===== src/rtl/expr_dp_sequencer.sv =====
// Round-robin sequencer for one shared combinational expression datapath.
// Registers the winning operands, waits SETTLE_CYCLES, captures y, and keeps a signature and count.
module expr_dp_sequencer #(
   parameter int SETTLE_CYCLES = 2,
   parameter int CNT_W         = 16
) (
   input  logic             clk,
   input  logic             rst,
   input  logic             req0_valid,
   output logic             req0_ready,
   input  logic [59:0]      req0_opnd,
   input  logic             req1_valid,
   output logic             req1_ready,
   input  logic [59:0]      req1_opnd,
   output logic [59:0]      dp_opnd,
   input  logic [89:0]      dp_y,
   output logic             rsp_valid,
   input  logic             rsp_ready,
   output logic             rsp_id,
   output logic [89:0]      rsp_y,
   output logic [89:0]      sig,
   output logic [CNT_W-1:0] txn_count,
   output logic             busy
);

   typedef enum logic [1:0] {IDLE, SETTLE, RESP} state_t;

   state_t     state, state_n;
   logic [3:0] cnt;
   logic       last_grant;
   logic       grant;
   logic       accept, capture, retire;

   // Tie goes to whoever did not win last; a lone requester always wins.
   always_comb begin
      grant = 1'b0;
      if (req0_valid && req1_valid) grant = ~last_grant;
      else if (req1_valid)          grant = 1'b1;
   end

   always_comb begin
      state_n = state;
      accept  = 1'b0;
      capture = 1'b0;
      retire  = 1'b0;
      case (state)
         IDLE: if (req0_valid || req1_valid) begin
            accept  = 1'b1;
            state_n = SETTLE;
         end
         SETTLE: if (cnt == 4'd0) begin
            capture = 1'b1;
            state_n = RESP;
         end
         RESP: if (rsp_ready) begin
            retire  = 1'b1;
            state_n = IDLE;
         end
         default: state_n = IDLE;
      endcase
   end

   assign req0_ready = (state == IDLE) && !grant && req0_valid;
   assign req1_ready = (state == IDLE) &&  grant && req1_valid;
   assign busy       = (state != IDLE);

   always_ff @(posedge clk or posedge rst) begin
      if (rst) state <= IDLE;
      else     state <= state_n;
   end

   always_ff @(posedge clk or posedge rst) begin
      if (rst) begin
         dp_opnd    <= '0;
         rsp_valid  <= 1'b0;
         rsp_id     <= 1'b0;
         rsp_y      <= '0;
         sig        <= '0;
         txn_count  <= '0;
         cnt        <= 4'd0;
         last_grant <= 1'b1;
      end else begin
         if (accept) begin
            dp_opnd    <= grant ? req1_opnd : req0_opnd;
            rsp_id     <= grant;
            last_grant <= grant;
            cnt        <= 4'(SETTLE_CYCLES - 1);
         end
         if (state == SETTLE && cnt != 4'd0) cnt <= cnt - 4'd1;
         if (capture) begin
            rsp_y     <= dp_y;
            rsp_valid <= 1'b1;
         end
         if (retire) begin
            rsp_valid <= 1'b0;
            sig       <= {sig[88:0], sig[89]} ^ rsp_y;
            txn_count <= txn_count + 1'b1;
         end
      end
   end

endmodule


===== config.mk =====
export PLATFORM = sky130hd
export DESIGN_NAME = expr_dp_sequencer
export DESIGN_NICKNAME = d
export VERILOG_FILES = /design/src/rtl/expr_dp_sequencer.sv
export SDC_FILE = /design/constraint.sdc
export NUM_CORES = 1
export LEC_CHECK = 0
export ABC_AREA = 0
export CELL_PAD_IN_SITES_DETAIL_PLACEMENT = 0
export CELL_PAD_IN_SITES_GLOBAL_PLACEMENT = 1
export CORE_MARGIN = 8
export CORE_UTILIZATION = 37
export CTS_BUF_LIST = sky130_fd_sc_hd__clkbuf_8
export CTS_CLUSTER_DIAMETER = 50
export DETAILED_ROUTE_END_ITERATION = 10
export PLACE_DENSITY_LB_ADDON = 0.1
export REMOVE_ABC_BUFFERS = 1
export SLEW_MARGIN = 40
export SYNTH_ARGS = -nofsm -noshare
export SYNTH_HDL_FRONTEND = slang
export SYNTH_SLANG_ARGS = --single-unit
export TNS_END_PERCENT = 30

===== constraint.sdc =====
create_clock -name clk -period 23.2 [get_ports clk]
set_input_delay 4.64 -clock clk [delete_from_list [all_inputs] [get_ports clk]]
set_output_delay 4.64 -clock clk [all_outputs]
set_load 0.02 [all_outputs]

==> metrics.md, run 1 <==
| Metric | Value |
|---|---|
| Post-route worst setup slack | `11.85 ns` |
| Share of synthesized area occupied by flip-flops and latches | `0.573` |
| Overflow left after global routing | `0` |
| Slew at the pin closest to its max-slew limit | `0.784 ns` |
| Syn-to-layout area delta | `51.2%` |
| RSZ-0062 raised after global routing | `no` |
| Cells after Synth | `941` |
| Detailed-route vias per instance | `4.58` |
| Outcome | `finished, final reports clean` |
| Number of buffers added for setup after CTS | `0` |
| Final Slew Violations | `0` |
| Distinct cell type count after synthesis | `40` |
| Path category of the worst min-delay check | `reg2reg` |
| Clock tree from TritonCTS | `done` |
| Overall Global Routing Usage | `0.197` |
| Number of buffers created by CTS | `47` |
| Slew HR | `0.477` |
| Largest driver fanout on the critical path | `35` |
| Routability congestion estimate | `0.792` |
| Sinks on the clock net | `265` |
| Number of nets in the finished design | `1640` |
| Sequential cell area | `0.00663 mm2` |
| Number of gates resized after cts | `0` |
| Post-DR wirelength/cell | `20.4 um` |
| Seq cells post-synth | `265` |
| Worst hold slack | `between 0.4 and 0.5 ns` |
| Remaining number of nets flagged by the antenna check after routing | `0` |
| Worst EP arrival | `6.71 ns` |
| Minimum clock period | `11.35 ns` |
| Capturing instance or port of the critical path | `req1_ready` |
| CTS Root Buffer Type | `sky130_fd_sc_hd__clkbuf_8` |
| Number of top-level design ports | `~480` |
| Data required time at the worst endpoint | `around 19 ns` |
| Leakage dissipation | `0.00779 uW` |
| WL final | `~38 mm` |
| Post-route DRC violation count | `0` |
| Initial DRC Count | `279` |
| Initial Util | `0.378` |
| Final core occ | `0.571` |
| Cell area after synthesis | `0.0116 mm2` |
| Tcrit/Tclk final | `0.489` |
| Depth of the most critical reg-to-reg path | `7` |
| Post-Route Setup TNS | `0 ns` |
| Reg2reg end | `rsp_y[33]` |
| Die span in y | `193 um` |
| Pin count of the biggest net entering global routing | `135` |
| Top library cells by usage in the layout, fill and taps aside | `sky130_fd_sc_hd__clkdlybuf4s50_1 (475), sky130_fd_sc_hd__dfrtp_1 (264), sky130_fd_sc_hd__nand2_1 (162), sky130_fd_sc_hd__o21ai_0 (142), sky130_fd_sc_hd__xnor2_1 (100)` |
| Tot Pwr | `2590 uW` |
| Fraction of registers with async set or reset after synthesis | `1.00` |
| Type of origin of the critical path | `primary input` |
| Number of buffers inserted for hold repair after clock tree synthesis | `0` |
| Final number of hold-violating endpoints | `0` |
| Kind of capture point of the worst setup path | `output port` |
| Number of buffers on the longest clock path | `3` |
| Worst-skew pair later-pin latency | `about 0.54 ns` |
| Mapped Avg Cell Area | `12.3 um2` |
| Hold Crit Depth | `1` |
| Area of the multi-input gates | `0.00463 mm2` |
| Level count of the clock H-tree | `2` |
| Worst reg2reg setup slack | `20.95 ns` |
| Launching point of the worst reg2reg path | `cnt[0]` |
| Filler Cell Count | `2674` |
| Finish-stage setup viols | `0` |
| Placeable core region | `0.0307 mm2` |
| Fmax | `88.1 MHz` |
| Via Count | `between 8000 and 9000` |
| Worst Setup Path Type | `in2out` |
| Pwr Density | `148 mW/mm2` |
| Length of the first detailed-routing pass in iterations | `4` |
| Global-route wire length before repair | `56.0 mm` |
| Max-cap check violation count | `0` |
| Worst setup timing slack at the placement stage | `about 12 ns` |
| Half-perimeter wire length after detailed placement | `28.8 mm` |
| Horizontal die dimension | `~190 um` |
| Ratio of cells with drive above 1 in the final layout | `0.117` |
| Std-Cell Rows | `64` |
| Dominant synthesized flop cell | `sky130_fd_sc_hd__dfrtp_1` |
| Port Buf Inserts | `about 480` |
| Via count of the first global-routing pass | `9165` |
| Area enclosed by the die boundary | `about 0.037 mm2` |
| Most common library cell in the layout ignoring fill and taps | `sky130_fd_sc_hd__clkdlybuf4s50_1` |
| Critical path origin | `req1_valid` |
| Post-synth EDFFs | `0` |
| Peak supply drop | `0.0543 mV` |
| Initial antenna violation count | `2` |
| Final setup skew | `0.0172 ns` |
| Number of warnings reported in the yosys synthesis log | `0` |
| Clock transition at the register clock pins on the worst setup and hold paths after CTS | `0.06 ns` |
[per-layer routing]
layer,vias up,track usage,routed length (um)
li1,4123,-,-
met1,3927,0.221,14300
met2,333,0.334,18200
met3,65,0.0838,4030
met4,2,0.0671,1150
met5,-,0,13
[critical path: stages]
cell and delay [ns]:
sky130_fd_sc_hd__clkdlybuf4s50_1 0.56, sky130_fd_sc_hd__a21boi_4 0.21, sky130_fd_sc_hd__buf_4 0.47, sky130_fd_sc_hd__and2_1 0.22
sky130_fd_sc_hd__clkdlybuf4s50_1 0.61
[where the power goes]
part           internal, uW  leakage [uW]  switching (uW)
registers               677       0.00324             195
logic                   695       0.00406             625
clock network           209      0.000492             185
total                  1580       0.00779            1000
[cells in the mapped netlist, types with 2 or more instances]
master,n,area share
sky130_fd_sc_hd__and3_1,3,0.0016
sky130_fd_sc_hd__buf_2,18,0.0078
sky130_fd_sc_hd__buf_4,7,0.0045
sky130_fd_sc_hd__buf_6,10,0.0097
sky130_fd_sc_hd__clkbuf_1,16,0.0052
sky130_fd_sc_hd__dfrtp_1,264,0.57
sky130_fd_sc_hd__ha_1,2,0.0022
sky130_fd_sc_hd__inv_1,8,0.0026
sky130_fd_sc_hd__mux2_2,2,0.0019
sky130_fd_sc_hd__mux2_4,89,0.12
sky130_fd_sc_hd__mux2i_1,61,0.053
sky130_fd_sc_hd__nand2_1,162,0.053
sky130_fd_sc_hd__nand2b_1,3,0.0016
sky130_fd_sc_hd__nand3_1,4,0.0017
sky130_fd_sc_hd__nand4_1,2,0.0011
sky130_fd_sc_hd__nor2_1,6,0.0019
sky130_fd_sc_hd__nor3_1,3,0.0013
sky130_fd_sc_hd__nor3_2,3,0.0026
sky130_fd_sc_hd__o21ai_0,142,0.061
sky130_fd_sc_hd__o21ai_1,12,0.0052
sky130_fd_sc_hd__or3_1,2,0.0011
sky130_fd_sc_hd__xnor2_1,100,0.076
sky130_fd_sc_hd__xor2_1,5,0.0038
[final cells by class]
type                    instances  area share
inverters                       8     0.00243
multi-input cells             617       0.264
flip-flops and latches        265       0.379
well taps                     396      0.0283
repair buffers                484       0.279
clock buffers                  54      0.0425
clock inverters                21     0.00486
diodes                          1    0.000143
[logic make-up (layout without fill, tap and decap cells)]
kind of cell,count (synthesis),in the layout,synth area share
adders and majority gates,2,2,0.00216
DFF,265,265,0.573
muxes,152,152,0.170
buffers and inverters,59,567,0.0298
and+or+nand+nor,199,199,0.0758
xor gates and xnor gates,105,105,0.0794
AOI/OAI and AO/OA,159,159,0.0699
other,0,1,0
[flip-flops by register name, indices dropped and copies added (netlist names)]
signal,count
cnt,4
dp_opnd,60
last_grant,1
rsp_id,1
rsp_valid,1
rsp_y,90
sig,90
state,2
txn_count,16
[worst min path at each step]
stage / startpoint / endpoint
final: txn_count[15] / txn_count[15]
after global placement: txn_count[15] / txn_count[15]
after detailed placement: txn_count[15] / txn_count[15]
after CTS: txn_count[15] / txn_count[15]
after floorplan: last_grant / last_grant
after global routing: txn_count[15] / txn_count[15]
[stage by stage]
step	instances	instance area, um2
3_5_place_dp	1770	16700
5_1_grt	1846	17500
6_report	1846	17500
4_1_cts	1845	17500
3_3_place_gp	1768	16600
2_1_floorplan	890	11300
No activity file was read; power rests on OpenSTA's default activity.
==> run 2: changes to the inputs <==
CORE_UTILIZATION = 31   (was 37)
clock period = 10 ns   (was 23.2 ns; I/O delays follow)
==> metrics.md, run 2 (synthesis gave the netlist of run 1 again) <==
| Metric | Value |
|---|---|
| Std-Cell Rows | `70` |
| Clock tree from TritonCTS | `done` |
| Initial DRC Count | `291` |
| Routability congestion estimate | `0.802` |
| Pin count of the biggest net entering global routing | `100` |
| Minimum clock period | `5.80 ns` |
| Placeable core region | `0.0367 mm2` |
| Slew HR | `0.583` |
| Number of buffers created by CTS | `49` |
| Most common library cell in the layout ignoring fill and taps | `sky130_fd_sc_hd__clkdlybuf4s50_1` |
| Family of cells with the greatest summed delay on the critical path | `buffers and inverters` |
| Leakage dissipation | `0.00791 uW` |
| Worst-skew pair later-pin latency | `0.59 ns` |
| Final core occ | `0.487` |
| Sinks on the clock net | `roughly 270` |
| Final number of hold-violating endpoints | `0` |
| Ratio of cells with drive above 1 in the final layout | `0.131` |
| Biggest registers after layout | `rsp_y x90, sig x90, dp_opnd x60` |
| Master of the slowest instance on the critical path | `sky130_fd_sc_hd__clkdlybuf4s50_1` |
| Peak supply drop | `roughly 0.13 mV` |
| Path category of the worst min-delay check | `reg2reg` |
| Via Count | `approximately 8600` |
| Tcrit/Tclk final | `0.580` |
| Kind of capture point of the worst setup path | `output port` |
| Worst Setup Path Type | `in2out` |
| Top library cells by usage in the layout, fill and taps aside | `sky130_fd_sc_hd__clkdlybuf4s50_1 (475), sky130_fd_sc_hd__dfrtp_1 (264), sky130_fd_sc_hd__nand2_1 (162), sky130_fd_sc_hd__o21ai_0 (142), sky130_fd_sc_hd__xnor2_1 (100)` |
| Post-route DRC violation count | `0` |
| Tot Pwr | `6240 uW` |
| Launching point of the worst reg2reg path | `state[0]` |
| Worst setup timing slack at the placement stage | `4.21 ns` |
| Number of top-level design ports | `476` |
| Finish-stage setup viols | `0` |
| Initial antenna violation count | `4` |
| Final setup skew | `0.0270 ns` |
| Crit path buffers/inverters | `2` |
| Half-perimeter wire length after detailed placement | `30.7 mm` |
| Critical path, cell by cell | `clkdlybuf4s50_1 -> a21boi_4 -> and2_1 -> clkdlybuf4s50_1` |
| Post-route worst setup slack | `4.20 ns` |
| Critical path origin | `req1_valid` |
| Final Slew Violations | `0` |
| CTS Root Buffer Type | `sky130_fd_sc_hd__clkbuf_8` |
| Global-route wire length before repair | `60.2 mm` |
| Initial Util | `0.316` |
| Post-DR wirelength/cell | `20.8 um` |
| Number of nets in the finished design | `1643` |
| Number of placed instances with taps included | `1842` |
| Fmax | `~170 MHz` |
| Cell mode on critical path | `sky130_fd_sc_hd__clkdlybuf4s50_1` |
| Pwr Density | `roughly 350 mW/mm2` |
| Max-cap check violation count | `0` |
| Type of origin of the critical path | `primary input` |
| Area enclosed by the die boundary | `0.0438 mm2` |
| Number of buffers inserted for hold repair after clock tree synthesis | `0` |
| Overall Global Routing Usage | `0.180` |
| Syn-to-layout area delta | `54.4%` |
| RSZ-0062 raised after global routing | `no` |
| Via count of the first global-routing pass | `9158` |
| Largest driver fanout on the critical path | `10` |
| Overflow left after global routing | `0` |
| Post-Route Setup TNS | `0 ns` |
| Port Buf Inserts | `475` |
| Number of cells in the finished layout apart from fillers | `~1900` |
| Outcome | `finished, final reports clean` |
| Data required time at the worst endpoint | `~8.0 ns` |
| Number of buffers on the longest clock path | `3` |
| Remaining number of nets flagged by the antenna check after routing | `0` |
| WL final | `between 40 and 50 mm` |
| Horizontal die dimension | `209 um` |
| Slew at the pin closest to its max-slew limit | `0.626 ns` |
| Source of the worst hold timing path | `txn_count[15]` |
| Number of gates resized after cts | `0` |
| Largest stage delay on the critical path | `0.62 ns` |
| Length of the first detailed-routing pass in iterations | `4` |
| Clock transition at the register clock pins on the worst setup and hold paths after CTS | `0.06 ns` |
| Number of buffers added for setup after CTS | `0` |
| Die span in y | `209 um` |
| Level count of the clock H-tree | `2` |
| Detailed-route vias per instance | `between 4 and 5` |
| Worst EP arrival | `3.80 ns` |
[run 2: cell count changes in the layout (fill, tap and decap cells not counted), sizes merged]
| cell | previous run | this run |
|---|---|---|
| clkinvlp | 1 | 0 |
| buf | 9 | 10 |
| clkbuf | 54 | 70 |
| inv | 26 | 19 |
| clkinv | 2 | 9 |
| diode | 1 | 4 |
[run 2: through the flow]
step / instance area, um2 / hold slack [ns]
after floorplan: 11300 / 0.463
after global placement: 16700 / 0.460
after detailed placement: 16800 / 0.463
after CTS: 17800 / 0.473
after global routing: 17900 / 0.503
final: 17900 / 0.471
[run 2: routing by layer]
metal | track usage | share of wire | vias up | routed length [um]
met5 | 0 | 0.00045 | - | 18
met1 | 0.213 | 0.41 | 4023 | 16400
met3 | 0.0758 | 0.094 | 62 | 3790
met4 | 0.0571 | 0.027 | 4 | 1080
li1 | - | - | 4144 | -
met2 | 0.293 | 0.47 | 332 | 19000
[run 2: final timing paths]
kind	end	slack (ns)	depth (start not counted)
max	req1_ready	4.20	4
min	txn_count[15]	0.47	1
min in group asynchronous	rsp_y[12]	1.92	2
max in group asynchronous	cnt[1]	6.76	4
min reg2reg	txn_count[15]	0.47	1
max reg2reg	sig[40]	7.67	4
[run 2: worst register-to-register path: stages (launching register included)]
cell,delay [ns]
sky130_fd_sc_hd__dfrtp_1,0.41
sky130_fd_sc_hd__nand3b_1,0.45
sky130_fd_sc_hd__buf_4,0.55
sky130_fd_sc_hd__buf_6,0.56
sky130_fd_sc_hd__o21ai_0,0.22
[run 2: power by group]
| group | internal (uW) | total, uW | switching, uW |
|---|---|---|---|
| Sequential | 1570 | 2020 | 449 |
| Clock | 620 | 1100 | 484 |
| Combinational | 1620 | 3110 | 1500 |
| Total | 3810 | 6240 | 2430 |
[run 2: final cells by class]
cell class              count  area, um2
fillers                  3396      18800
flip-flops and latches    265       6630
repair buffers            485       4920
multi-input cells         617       4630
clock buffers              70        963
well taps                 468        586
clock inverters            20       93.8
inverters                   8       42.5
diodes                      4       10.0
